===== src/rtl/bsg_nasti_client_resp_arbiter_if.sv =====
// bsg_nasti_client_resp_arbiter_if: response-source bundle plus the NASTI R channel
interface bsg_nasti_client_resp_arbiter_if #(parameter int els_p = 4);
  logic [els_p-1:0]    resp_valid;
  logic [els_p*71-1:0] resp_data;
  logic [els_p-1:0]    resp_yumi;
  logic                r_valid;
  logic [72:0]         r_data;
  logic                r_ready;
  modport master (input resp_valid, resp_data, r_ready, output resp_yumi, r_valid, r_data);
  modport slave (output resp_valid, resp_data, r_ready, input resp_yumi, r_valid, r_data);
endinterface


===== src/rtl/bsg_nasti_client_resp_arbiter.sv =====
// bsg_nasti_client_resp_arbiter: burst-locked round-robin merge of response sources onto one NASTI R channel
// Optional macro BSG_NASTI_RESP_ARB_ID_TAG_EN replaces the low id bits with the granted source index.
module bsg_nasti_client_resp_arbiter #(parameter int els_p = 4) (
  input logic clk_i,
  input logic reset_n_i,
  bsg_nasti_client_resp_arbiter_if.master bus
);
  localparam int lg_els_lp = $clog2(els_p);
  typedef enum logic {idle, locked} state_e;
  state_e state;
  logic [lg_els_lp-1:0] rr_ptr, owner, g, idx;
  logic found, load, take;
  logic [70:0] src;
  logic [5:0] id;
  assign load = ~bus.r_valid | bus.r_ready;
  assign take = load & bus.resp_valid[g] & reset_n_i;
  assign src  = bus.resp_data[71*g +: 71];
`ifdef BSG_NASTI_RESP_ARB_ID_TAG_EN
  assign id = {src[5:lg_els_lp], g};
`else
  assign id = src[5:0];
`endif
  // pick the burst owner when locked, otherwise the first valid source at or after rr_ptr
  always_comb begin
    g = rr_ptr;
    idx = '0;
    found = 1'b0;
    for (int i = 0; i < els_p; i++) begin
      idx = lg_els_lp'((int'(rr_ptr) + i) % els_p);
      if (!found && bus.resp_valid[idx]) begin
        g = idx;
        found = 1'b1;
      end
    end
    if (state == locked) g = owner;
  end
  // dequeue only the granted source, and only when the output stage can accept
  always_comb begin
    bus.resp_yumi = '0;
    bus.resp_yumi[g] = take;
  end
  // output register plus burst lock / round-robin pointer bookkeeping
  always_ff @(posedge clk_i) begin
    if (!reset_n_i) begin
      bus.r_valid <= 1'b0;
      bus.r_data <= '0;
      state <= idle;
      rr_ptr <= '0;
      owner <= '0;
    end else begin
      if (load) bus.r_valid <= take;
      if (take) begin
        bus.r_data <= {2'b00, src[69:6], src[70], id};
        if (src[70]) begin
          state <= idle;
          rr_ptr <= (int'(g) == els_p - 1) ? '0 : g + 1'b1;
        end else begin
          state <= locked;
          owner <= g;
        end
      end
    end
  end
endmodule

===== src/flat_wrapper.sv =====
// flat-port wrapper written by rule: the top's interface ports become plain ports
module bsg_nasti_client_resp_arbiter_flat 
#(parameter int els_p = 4)
  (clk_i, reset_n_i, bus_resp_valid, bus_resp_data, bus_r_ready, bus_resp_yumi, bus_r_valid, bus_r_data);
  bsg_nasti_client_resp_arbiter_if #(.els_p(els_p)) bus_i ();
  input logic clk_i;
  input logic reset_n_i;
  input wire logic [$bits(bus_i.resp_valid)-1:0] bus_resp_valid;
  input wire logic [$bits(bus_i.resp_data)-1:0] bus_resp_data;
  input wire logic [$bits(bus_i.r_ready)-1:0] bus_r_ready;
  output wire logic [$bits(bus_i.resp_yumi)-1:0] bus_resp_yumi;
  output wire logic [$bits(bus_i.r_valid)-1:0] bus_r_valid;
  output wire logic [$bits(bus_i.r_data)-1:0] bus_r_data;
  assign bus_i.resp_valid = bus_resp_valid;
  assign bus_i.resp_data = bus_resp_data;
  assign bus_i.r_ready = bus_r_ready;
  assign bus_resp_yumi = bus_i.resp_yumi;
  assign bus_r_valid = bus_i.r_valid;
  assign bus_r_data = bus_i.r_data;
  bsg_nasti_client_resp_arbiter #(.els_p(els_p)) u_core (.clk_i(clk_i), .reset_n_i(reset_n_i), .bus(bus_i));
endmodule

===== config.mk =====
export PLATFORM = sky130hd
export DESIGN_NAME = bsg_nasti_client_resp_arbiter_flat
export DESIGN_NICKNAME = d
export VERILOG_FILES = /design/src/rtl/bsg_nasti_client_resp_arbiter_if.sv /design/src/rtl/bsg_nasti_client_resp_arbiter.sv /design/src/flat_wrapper.sv
export SDC_FILE = /design/constraint.sdc
export NUM_CORES = 1
export LEC_CHECK = 0
export CORE_AREA = 2 2 143 145
export CTS_CLUSTER_SIZE = 10
export DETAILED_ROUTE_END_ITERATION = 16
export DIE_AREA = 0 0 145 147
export GPL_TIMING_DRIVEN = 0
export HOLD_SLACK_MARGIN = 0.08
export PLACE_DENSITY = 0.71
export RECOVER_POWER = 100
export SYNTH_ARGS = -nofsm -noshare
export SYNTH_HDL_FRONTEND = slang
export SYNTH_SLANG_ARGS = --single-unit
export TNS_END_PERCENT = 5

===== constraint.sdc =====
create_clock -name clk_i -period 2.9 [get_ports clk_i]
set_clock_uncertainty 0.1 [all_clocks]
set_input_delay 0.58 -clock clk_i [delete_from_list [all_inputs] [get_ports clk_i]]
set_output_delay 0.58 -clock clk_i [all_outputs]
set_load 0.01 [all_outputs]

==> results of run 1 <==
-- power groups by stage --
| stage | clock network (mW) | registers [mW] | logic, mW |
|---|---|---|---|
| 2_1_floorplan | 0 | 1.77 | 2.85 |
| 3_3_place_gp | 0 | 1.62 | 5.24 |
| 3_5_place_dp | 0 | 1.64 | 5.25 |
| 4_1_cts | 1.29 | 1.62 | 5.66 |
| 5_1_grt | 1.33 | 1.65 | 6.11 |
| 6_report | 1.25 | 1.61 | 5.52 |
-- cell usage after synthesis, drive strengths merged --
| cell type | instances |
|---|---|
| a211oi | 2 |
| a21boi | 72 |
| a21o | 1 |
| a21oi | 6 |
| a221o | 1 |
| a221oi | 1 |
| a22o | 1 |
| a311oi | 1 |
| and2 | 4 |
| buf | 29 |
| clkbuf | 44 |
| conb | 1 |
| dfxtp | 77 |
| ha | 4 |
| inv | 3 |
| mux2i | 3 |
| nand2 | 360 |
| nand2b | 5 |
| nand3 | 211 |
| nor2 | 4 |
| nor2b | 4 |
| nor3b | 1 |
| nor4b | 1 |
| o21a | 2 |
| o21ai | 1 |
| o221a | 1 |
| o31a | 2 |
| o41ai | 1 |
-- cell type report --
type	count	area, um2	area share (%)
Buffer	72	400	4.07
Clock buffer	12	256	2.61
Clock inverter	4	70.1	0.713
Inverter	3	25.0	0.254
Multi-Input combinational cell	691	3400	34.6
Sequential cell	77	1550	15.7
Tap cell	270	338	3.44
Timing Repair Buffer	384	3790	38.6
-- layer usage --
metal / vias to the layer above / GRT usage (%) / part of all wire [%]
met5: - / 0 / 0.16
met4: 6 / 7.18 / 2.5
met3: 42 / 6.80 / 8.5
met2: 293 / 39.7 / 49
met1: 3234 / 26.8 / 40
li1: 3589 / - / -
-- registers in the layout, summed over array words and instances (netlist names) --
| signal | cells |
|---|---|
| u_core.state | 1 |
| u_core.bus.r_data | 71 |
| u_core.bus.r_valid | 1 |
| u_core.rr_ptr | 2 |
| u_core.owner | 2 |
-- worst max-delay path by stage --
| stage | startpoint | end | cells past startpoint |
|---|---|---|---|
| finish | bus_resp_valid[2] | bus_resp_yumi[3] | 11 |
| global route | bus_resp_valid[2] | bus_resp_yumi[3] | 11 |
| CTS | bus_resp_valid[0] | bus_resp_yumi[3] | 11 |
| detailed placement | bus_resp_valid[1] | bus_resp_yumi[2] | 10 |
| global placement | bus_resp_valid[1] | bus_resp_yumi[2] | 10 |
| floorplan | bus_resp_valid[2] | bus_resp_yumi[0] | 8 |
-- worst min-delay path, cell delays in order, from the launching register on --
cell	delay (ps)
dfxtp_1	300
nand2_1	50
a21boi_1	50
-- placed cells by master (no fill, tap or decap), drive strengths merged --
master	Yosys	routed
nand2	360	360
clkdlybuf4s50	0	286
nand3	211	211
dfxtp	77	77
dlygate4sd3	0	72
a21boi	72	72
clkbuf	44	56
buf	29	54
a21oi	6	6
nand2b	5	5
nor2	4	4
nor2b	4	4
and2	4	4
ha	4	4
mux2i	3	3
bufinv	0	3
o21a	2	2
o31a	2	2
conb	1	2
clkinv	0	2
inv	3	2
a211oi	2	2
a21o	1	1
o41ai	1	1
a221oi	1	1
nor4b	1	1
nor3b	1	1
a311oi	1	1
a221o	1	1
o21ai	1	1
a22o	1	1
o221a	1	1
-- timing repair --
action / 4_1_cts / 5_1_grt
resized for setup: 76 / 8
setup buffers: 17 / 1
endpoints found under the setup margin: 80 / 52
pin swaps: 6 / 4
hold buffers: 0 / 0
-- stage by stage --
step                      utilization (%)  cell area [um2]
after global routing                 49.6             9830
after CTS                            49.5             9820
final                                49.6             9830
after floorplan                         -             5210
after global placement               46.4             9210
after detailed placement             46.4             9210
-- logic make-up after synthesis --
kind of cell | Yosys count
other | 1
adders and majority gates | 4
buffers and inverters | 76
and+or+nand+nor | 590
DFF | 77
muxes | 3
AOI/OAI and AO/OA | 92
==> impl_metrics.env, run 1 <==
export IMPL_ios=369
export IMPL_grt_max_degree=13
export IMPL_placementRows=52
export IMPL_ys_warn_count=0
export IMPL_p_per_area_mw_per_mm2=852
export IMPL_crit_top_cell="buf_6"
export IMPL_die_y_um=147
export IMPL_place_ws_ps=-1820
export IMPL_p_int_mw=4.50
export IMPL_worstMarginPinSlew_ps=665
export IMPL_wire_per_inst_um=16.5
export IMPL_r2r_slack_ps=140
export IMPL_hp_start="u_core.bus.r_data[7]"
export IMPL_synthMuxAreaShare_pct=0.577
export IMPL_setup_slack_ps=-163
export IMPL_critPathMaxFanout=5
export IMPL_crit_required_ps=2220
export IMPL_grt_pass1_vias=6929
export IMPL_cts_tree="built"
export IMPL_relSlewSlack_pct=55.7
export IMPL_synth_top_family_by_area="simple AND/OR/NAND/NOR gates"
export IMPL_num_fill_cells=2021
export IMPL_die_x_um=145
export IMPL_gp_congestion=0.884
export IMPL_synth_area_leaders="dfxtp_1 (30%), nand2_1 (26%), nand3_1 (20%)"
export IMPL_synthSimpleGateAreaFrac_pct=48.4
export IMPL_clock_latency_ps=330
export IMPL_initial_core_util_pct=26.2
export IMPL_numCtsBuffers=9
export IMPL_clock_sinks=77
export IMPL_clkPwrFrac_pct=14.9
export IMPL_max_cap_violations=0
export IMPL_p_leak_nw=4.15
export IMPL_period_share_pct=106
export IMPL_grt_pass1_wl_um=38100
export IMPL_seq_area_frac_synth_pct=29.6
export IMPL_grt_overflow_total=0
export IMPL_htreeDepth=3
export IMPL_reg2reg_depth=11
export IMPL_fin_crit_ps=3060
export IMPL_postSynthAreaPerCell_um2=6.17
export IMPL_peakVddDrop_v=0.000326
export IMPL_violations="setup timing"
export IMPL_area_delta_synth_final_pct=89.0
export IMPL_dp_cells=1480
export IMPL_first_pass_iters=4
export IMPL_vias_per_cell=4.73
export IMPL_rr_endpoint="u_core.bus.r_data[22]"
export IMPL_power_frac_comb_pct=65.8
export IMPL_synth_top_cell_area_share_pct=29.6
export IMPL_synth_compound_area_share_pct=13.8
export IMPL_antenna_found_initial=3
export IMPL_vias=7164
export IMPL_final_setup_tns_ps=-510
export IMPL_routed_wirelength_um=25000
export IMPL_status="complete, but fails checks"
export IMPL_cts_root_buf="clkbuf_16"
export IMPL_layout_drive_gt1_share_pct=7.00
export IMPL_layout_nets=1533
export IMPL_hold_class="flop to flop"
export IMPL_synth_cell_types=34
export IMPL_n_antenna_cell=0
export IMPL_seqPwrFrac_pct=19.2
export IMPL_drt_first_iter_violations=315
export IMPL_synth_xor_area_share_pct=0
export IMPL_core_area_mm2=0.0198
export IMPL_switching_power_mw=3.88
export IMPL_critPathKind="primary input to output port"
export IMPL_critical_path_cell_chain="buf_6, nor2b_4, o21a_1, o41ai_4, bufinv_8, a21oi_4, a221oi_4, buf_6, buf_6, and2_4, buf_6"
export IMPL_crit_path_max_incr_delay_ps=310
export IMPL_synth_top_area_cell="dfxtp_1"
export IMPL_fmax_ghz=0.326
export IMPL_synthAdderAreaFrac_pct=0.962
export IMPL_crit_family="compound AO/OA/AOI/OAI gates"
export IMPL_setup_viol=4
export IMPL_critPathSlowestCell="o41ai_4"
export IMPL_hold_slack_ps=347
export IMPL_crit_path_end_kind="output port"
export IMPL_ys_ff_latch=77
export IMPL_p_sw_share_pct=46.3
export IMPL_hold_viol_final=0
export IMPL_ant_nets=0
export IMPL_cp_arrival_ps=2380
export IMPL_cp_start_kind="primary input"
export IMPL_globalRouteTotalUtil_pct=22.7
export IMPL_synth_area_mm2=0.00520
export IMPL_slew_violations=0
export IMPL_cts_reportedPaths_clkPinSlew_ps=60
export IMPL_whs_endpoint="u_core.bus.r_data[7]"
export IMPL_total_power_mw=8.38
export IMPL_dpl_hpwl_um=19100
export IMPL_cp_buffers_inverters=5
export IMPL_netlist_instances=843
export IMPL_hold_depth=2
export IMPL_reg2reg_from="u_core.rr_ptr[0]"
export IMPL_port_buffers=366
export IMPL_die_area_mm2=0.0213
export IMPL_drc=0
export IMPL_rsz0062_at_grt="yes"
export IMPL_cts_path_max_buffers=2
export IMPL_instances_no_fill=1513
Note: power is estimated with default switching activity, not from simulation.
==> run 2: changes to the inputs <==
- GPL_TIMING_DRIVEN: 0 -> unset
==> impl_metrics.env, run 2 (synthesis results as in run 1) <==
export IMPL_status="complete, but fails checks"
export IMPL_violations="setup timing"
export IMPL_die_x_um=145
export IMPL_vias=6927
export IMPL_critPathSlowestCell="dfxtp_4"
export IMPL_setup_slack_ps=-113
export IMPL_vias_per_cell=4.71
export IMPL_critPathKind="flop to output port"
export IMPL_crit_top_cell="buf_6"
export IMPL_drc=0
export IMPL_crit_required_ps=2220
export IMPL_die_y_um=147
export IMPL_hp_start="u_core.bus.r_data[32]"
export IMPL_ctsHoldBuffers=0
export IMPL_hold_depth=2
export IMPL_numCtsBuffers=9
export IMPL_most_common_layout_cells="nand2_1 (358), clkdlybuf4s50_1 (285), nand3_1 (211), dfxtp_1 (75), dlygate4sd3_1 (72)"
export IMPL_setup_viol=4
export IMPL_rr_endpoint="u_core.bus.r_data[70]"
export IMPL_cts_tree="built"
export IMPL_area_delta_synth_final_pct=86.2
export IMPL_gp_congestion=0.878
export IMPL_reg2reg_from="u_core.rr_ptr[1]"
export IMPL_slew_violations=0
export IMPL_initial_core_util_pct=26.2
export IMPL_first_pass_iters=5
export IMPL_top_regs="u_core.bus.r_data: 71 flops, u_core.owner: 2 flops, u_core.rr_ptr: 2 flops"
export IMPL_hold_viol_final=0
export IMPL_die_area_mm2=0.0213
export IMPL_whs_endpoint="u_core.bus.r_data[32]"
export IMPL_crit_path_max_incr_delay_ps=390
export IMPL_rsz0062_at_grt="yes"
export IMPL_clock_sinks=77
export IMPL_largest_register_ff_count=71
export IMPL_p_leak_nw=4.10
export IMPL_antenna_found_initial=2
export IMPL_fin_crit_ps=3010
export IMPL_routed_wirelength_um=22400
export IMPL_port_buffers=366
export IMPL_htreeDepth=3
export IMPL_critical_path_cell_chain="nand2b_4, a21oi_4, o41ai_4, buf_6, mux2i_4, a221oi_4, buf_6, buf_6, and2_1, buf_2"
export IMPL_p_per_area_mw_per_mm2=818
export IMPL_wire_per_inst_um=15.2
export IMPL_grt_pass1_vias=6516
export IMPL_crit_family="buffers and inverters"
export IMPL_worstMarginPinSlew_ps=730
export IMPL_total_power_mw=7.92
export IMPL_clock_latency_ps=330
export IMPL_cts_root_buf="clkbuf_16"
export IMPL_period_share_pct=104
export IMPL_cp_buffers_inverters=4
export IMPL_fmax_ghz=0.332
export IMPL_r2r_slack_ps=90
export IMPL_relSlewSlack_pct=51.3
export IMPL_cp_start_kind="flop"
export IMPL_ios=369
export IMPL_grt_overflow_total=0
export IMPL_final_area_mm2=0.00969
export IMPL_layout_nets=1491
export IMPL_crit_path_end_kind="output port"
export IMPL_top_register="u_core.bus.r_data"
export IMPL_num_fill_cells=2003
export IMPL_cts_reportedPaths_clkPinSlew_ps=60
export IMPL_drt_first_iter_violations=309
export IMPL_cp_arrival_ps=2330
export IMPL_ant_nets=0
export IMPL_grt_max_degree=136
export IMPL_max_cap_violations=0
export IMPL_peakVddDrop_v=0.000886
export IMPL_final_common_cell="nand2_1"
export IMPL_placementRows=52
export IMPL_grt_pass1_wl_um=34900
export IMPL_hold_class="flop to flop"
export IMPL_reg2reg_depth=11
export IMPL_dpl_hpwl_um=16300
export IMPL_placed_area_mm2=0.00919
export IMPL_core_area_mm2=0.0198
export IMPL_layout_drive_gt1_share_pct=7.49
export IMPL_cts_path_max_buffers=2
export IMPL_critPathMaxFanout=4
export IMPL_globalRouteTotalUtil_pct=20.3
==> run 2: where the power goes <==
group	internal, mW	switching, mW
clock	0.737	0.457
sequential	1.42	0.206
combinational	2.13	2.97
total	4.29	3.63
==> run 2: stage by stage <==
stage	hold slack [ps]	setup TNS, ps	setup WS (ps)	utilization (%)	cells
after floorplan	371	-17.6	-4.40	-	844
after global placement	339	-39260	-932	46.3	1441
after detailed placement	344	-44170	-999	46.3	1441
after CTS	353	-724	-206	48.5	1467
after global routing	362	-3620	-219	48.8	1471
final	346	-357	-113	48.8	1472
==> run 2: layout make-up <==
| class | instances | area (um2) | area share, % |
|---|---|---|---|
| tap | 270 | 338 | 3.49 |
| multi-input combinational | 691 | 3430 | 35.4 |
| antenna | 1 | 2.50 | 0.0258 |
| timing repair buffer | 414 | 4050 | 41.8 |
| sequential | 77 | 1550 | 16.0 |
| inverter | 3 | 13.8 | 0.142 |
| clock inverter | 3 | 42.5 | 0.439 |
| clock buffer | 13 | 270 | 2.79 |
==> run 2: what timing repair did <==
action	in CTS	in global routing
setup endpoints to repair	80	9
gates resized for setup	52	14
setup buffers	10	4
pin swaps	10	4
endpoints found under the hold margin	0	0
==> run 2: worst reg2reg max path: cells and delay by family, from the launching register on <==
kind / cells / cell delay [ps]
buffers and inverters: 4 / 970
AO/OA/AOI/OAI: 5 / 970
flip-flops: 1 / 390
AND/OR/NAND/NOR: 2 / 310
==> run 2: routing by layer <==
layer / track usage (%) / vias up / wire [um]
met4: 7.77 / 2 / 593
met1: 24.1 / 3121 / 9180
met3: 5.68 / 39 / 1720
li1: - / 3497 / -
met5: 0 / - / 12
met2: 34.8 / 268 / 10900
==> run 2: worst max-delay path by stage <==
stage                 startpoint                to  slack [ps]  depth (start not counted)
5_1_grt         u_core.rr_ptr[0]  bus_resp_yumi[2]        -220                         12
6_report        u_core.rr_ptr[0]  bus_resp_yumi[2]        -110                         10
3_3_place_gp   bus_resp_valid[2]  bus_resp_yumi[1]        -930                         10
3_5_place_dp   bus_resp_valid[0]  bus_resp_yumi[2]       -1000                         11
2_1_floorplan  bus_resp_valid[2]  bus_resp_yumi[0]          -4                          8
4_1_cts        bus_resp_valid[0]  bus_resp_yumi[2]        -210                         11
==> run 3: changes to the inputs <==
- PLACE_DENSITY: 0.71 -> unset
- PLACE_DENSITY_LB_ADDON: unset -> 0.12
==> impl_metrics.env, run 3 (synthesis results as in run 1) <==
export IMPL_wire_per_inst_um=15.9
export IMPL_multi_input_area_mm2=0.00341
export IMPL_layout_drive_gt1_share_pct=6.43
export IMPL_placementRows=52
export IMPL_dpl_hpwl_um=16800
export IMPL_switching_power_mw=3.65
export IMPL_endpoint="bus_resp_yumi[2]"
export IMPL_cts_reportedPaths_clkPinSlew_ps=60
export IMPL_hold_class="flop to flop"
export IMPL_routed_wirelength_um=23300
export IMPL_seqPwrFrac_pct=19.9
export IMPL_reg2reg_depth=12
export IMPL_globalRouteTotalUtil_pct=21.2
export IMPL_violations="setup timing"
export IMPL_cp_start_kind="primary input"
export IMPL_cp_arrival_ps=2680
export IMPL_cts_path_max_buffers=2
export IMPL_top_regs="u_core.bus.r_data: 71 flops, u_core.owner: 2 flops, u_core.rr_ptr: 2 flops"
export IMPL_power_frac_comb_pct=64.8
export IMPL_total_power_mw=8.08
export IMPL_die_y_um=147
export IMPL_n_antenna_cell=0
export IMPL_numCtsBuffers=9
export IMPL_grt_overflow_total=0
export IMPL_rsz0062_at_grt="yes"
export IMPL_cts_root_buf="clkbuf_16"
export IMPL_most_common_layout_cells="nand2_1 (358), clkdlybuf4s50_1 (286), nand3_1 (210), dfxtp_1 (77), dlygate4sd3_1 (72)"
export IMPL_largest_register_ff_count=71
export IMPL_slew_violations=0
export IMPL_relSlewSlack_pct=44.5
export IMPL_final_setup_tns_ps=-5340
export IMPL_crit_required_ps=2220
export IMPL_cts_tree="built"
export IMPL_die_area_mm2=0.0213
export IMPL_port_buffers=366
export IMPL_initial_core_util_pct=26.2
export IMPL_critical_path_cell_chain="clkdlybuf4s50_1, nand2b_1, a21oi_2, o41ai_4, buf_4, buf_4, inv_4, a21oi_4, a221oi_4, buf_4, and2_1, buf_2"
export IMPL_layout_nets=1488
export IMPL_hold_viol_final=0
export IMPL_drc=0
export IMPL_first_pass_iters=4
export IMPL_grt_pass1_vias=6609
export IMPL_reg2reg_from="u_core.rr_ptr[0]"
export IMPL_clock_latency_ps=340
export IMPL_num_fill_cells=2102
export IMPL_setup_slack_ps=-460
export IMPL_grt_max_degree=78
export IMPL_peakVddDrop_v=0.000509
export IMPL_core_area_mm2=0.0198
export IMPL_die_x_um=145
export IMPL_ios=369
export IMPL_drt_first_iter_violations=292
export IMPL_fin_crit_ps=3360
export IMPL_top_register="u_core.bus.r_data"
export IMPL_max_cap_violations=0
export IMPL_critPathKind="primary input to output port"
export IMPL_utilization_pct=48.9
export IMPL_p_int_mw=4.43
export IMPL_setup_worst_path_start="bus_resp_valid[1]"
export IMPL_crit_path_end_kind="output port"
export IMPL_clock_sinks=77
export IMPL_gp_congestion=0.814
export IMPL_place_ws_ps=-919
export IMPL_ant_nets=0
export IMPL_worstMarginPinSlew_ps=833
export IMPL_register_area_mm2=0.00154
export IMPL_clkPwrFrac_pct=15.3
export IMPL_antenna_found_initial=0
export IMPL_crit_path_max_incr_delay_ps=440
export IMPL_r2r_slack_ps=130
export IMPL_grt_pass1_wl_um=36400
export IMPL_status="complete, but fails checks"
export IMPL_setup_viol=58
export IMPL_rr_endpoint="u_core.bus.r_data[37]"
export IMPL_hold_depth=2
export IMPL_vias=6802
export IMPL_p_sw_share_pct=45.2
export IMPL_crit_top_cell="buf_4"
export IMPL_vias_per_cell=4.63
export IMPL_p_leak_nw=4.08
export IMPL_area_delta_synth_final_pct=86.6
export IMPL_p_per_area_mw_per_mm2=833
export IMPL_final_common_cell="nand2_1"
export IMPL_critPathSlowestCell="clkdlybuf4s50_1"
export IMPL_hold_slack_ps=346
export IMPL_fmax_ghz=0.298
export IMPL_critPathMaxFanout=4
export IMPL_htreeDepth=3
export IMPL_period_share_pct=116
-- run 3: cell types whose count changed in the layout (fill, tap and decap cells not counted), sizes merged --
cell,delta
dlygate4sd2,+1
bufinv,+1
clkbuf,-3
clkdlybuf4s50,+1
buf,-4
diode,-1
clkdlybuf4s15,+2
clkinvlp,-1
-- run 3: final cells by class --
type | count | share of cell area, %
flip-flops and latches | 77 | 15.9
clock buffers | 13 | 2.58
clock inverters | 3 | 0.709
repair buffers | 411 | 42.1
well taps | 270 | 3.48
multi-input cells | 691 | 35.1
inverters | 3 | 0.168
-- run 3: critical path, delay by kind of cell --
kind | cells | cell delay (ps)
simple gates | 2 | 280
compound gates | 4 | 690
buf+inv | 6 | 1110
-- run 3: through the flow --
step	instances	cell area (um2)
6_report	1468	9710
5_1_grt	1468	9710
4_1_cts	1467	9660
3_5_place_dp	1445	9210
3_3_place_gp	1445	9210
2_1_floorplan	844	5210
-- run 3: how the worst min path moves through the flow --
stage                          start               endpoint  slack (ps)
5_1_grt        u_core.bus.r_data[41]  u_core.bus.r_data[41]         360
3_3_place_gp   u_core.bus.r_data[34]  u_core.bus.r_data[34]         340
2_1_floorplan       u_core.rr_ptr[0]       u_core.rr_ptr[0]         370
4_1_cts        u_core.bus.r_data[41]  u_core.bus.r_data[41]         350
6_report       u_core.bus.r_data[41]  u_core.bus.r_data[41]         350
3_5_place_dp   u_core.bus.r_data[41]  u_core.bus.r_data[41]         340
-- run 3: routing by layer --
layer | track usage, % | share of wire (%) | vias up | routed length, um
li1 | - | - | 3493 | -
met1 | 24.9 | 42 | 3020 | 9680
met2 | 37.0 | 48 | 256 | 11200
met3 | 6.12 | 7.7 | 33 | 1800
met4 | 7.48 | 2.5 | 0 | 575
met5 | 0 | 0 | - | 0
-- run 3: repair_timing --
item                                    CTS  global route
hold endpoints to repair                  0             0
resized for setup                        46             7
hold buffers                              0             0
endpoints found under the setup margin   80            77
pin swaps                                 6             0
setup buffers                             6             2
-- run 3: power by group through the flow --
stage,clock network [mW],logic [mW],registers [mW]
after floorplan,0,2.85,1.77
after global placement,0,5.20,1.63
after detailed placement,0,5.19,1.64
after CTS,1.27,5.41,1.63
after global routing,1.33,5.80,1.65
final,1.23,5.24,1.61
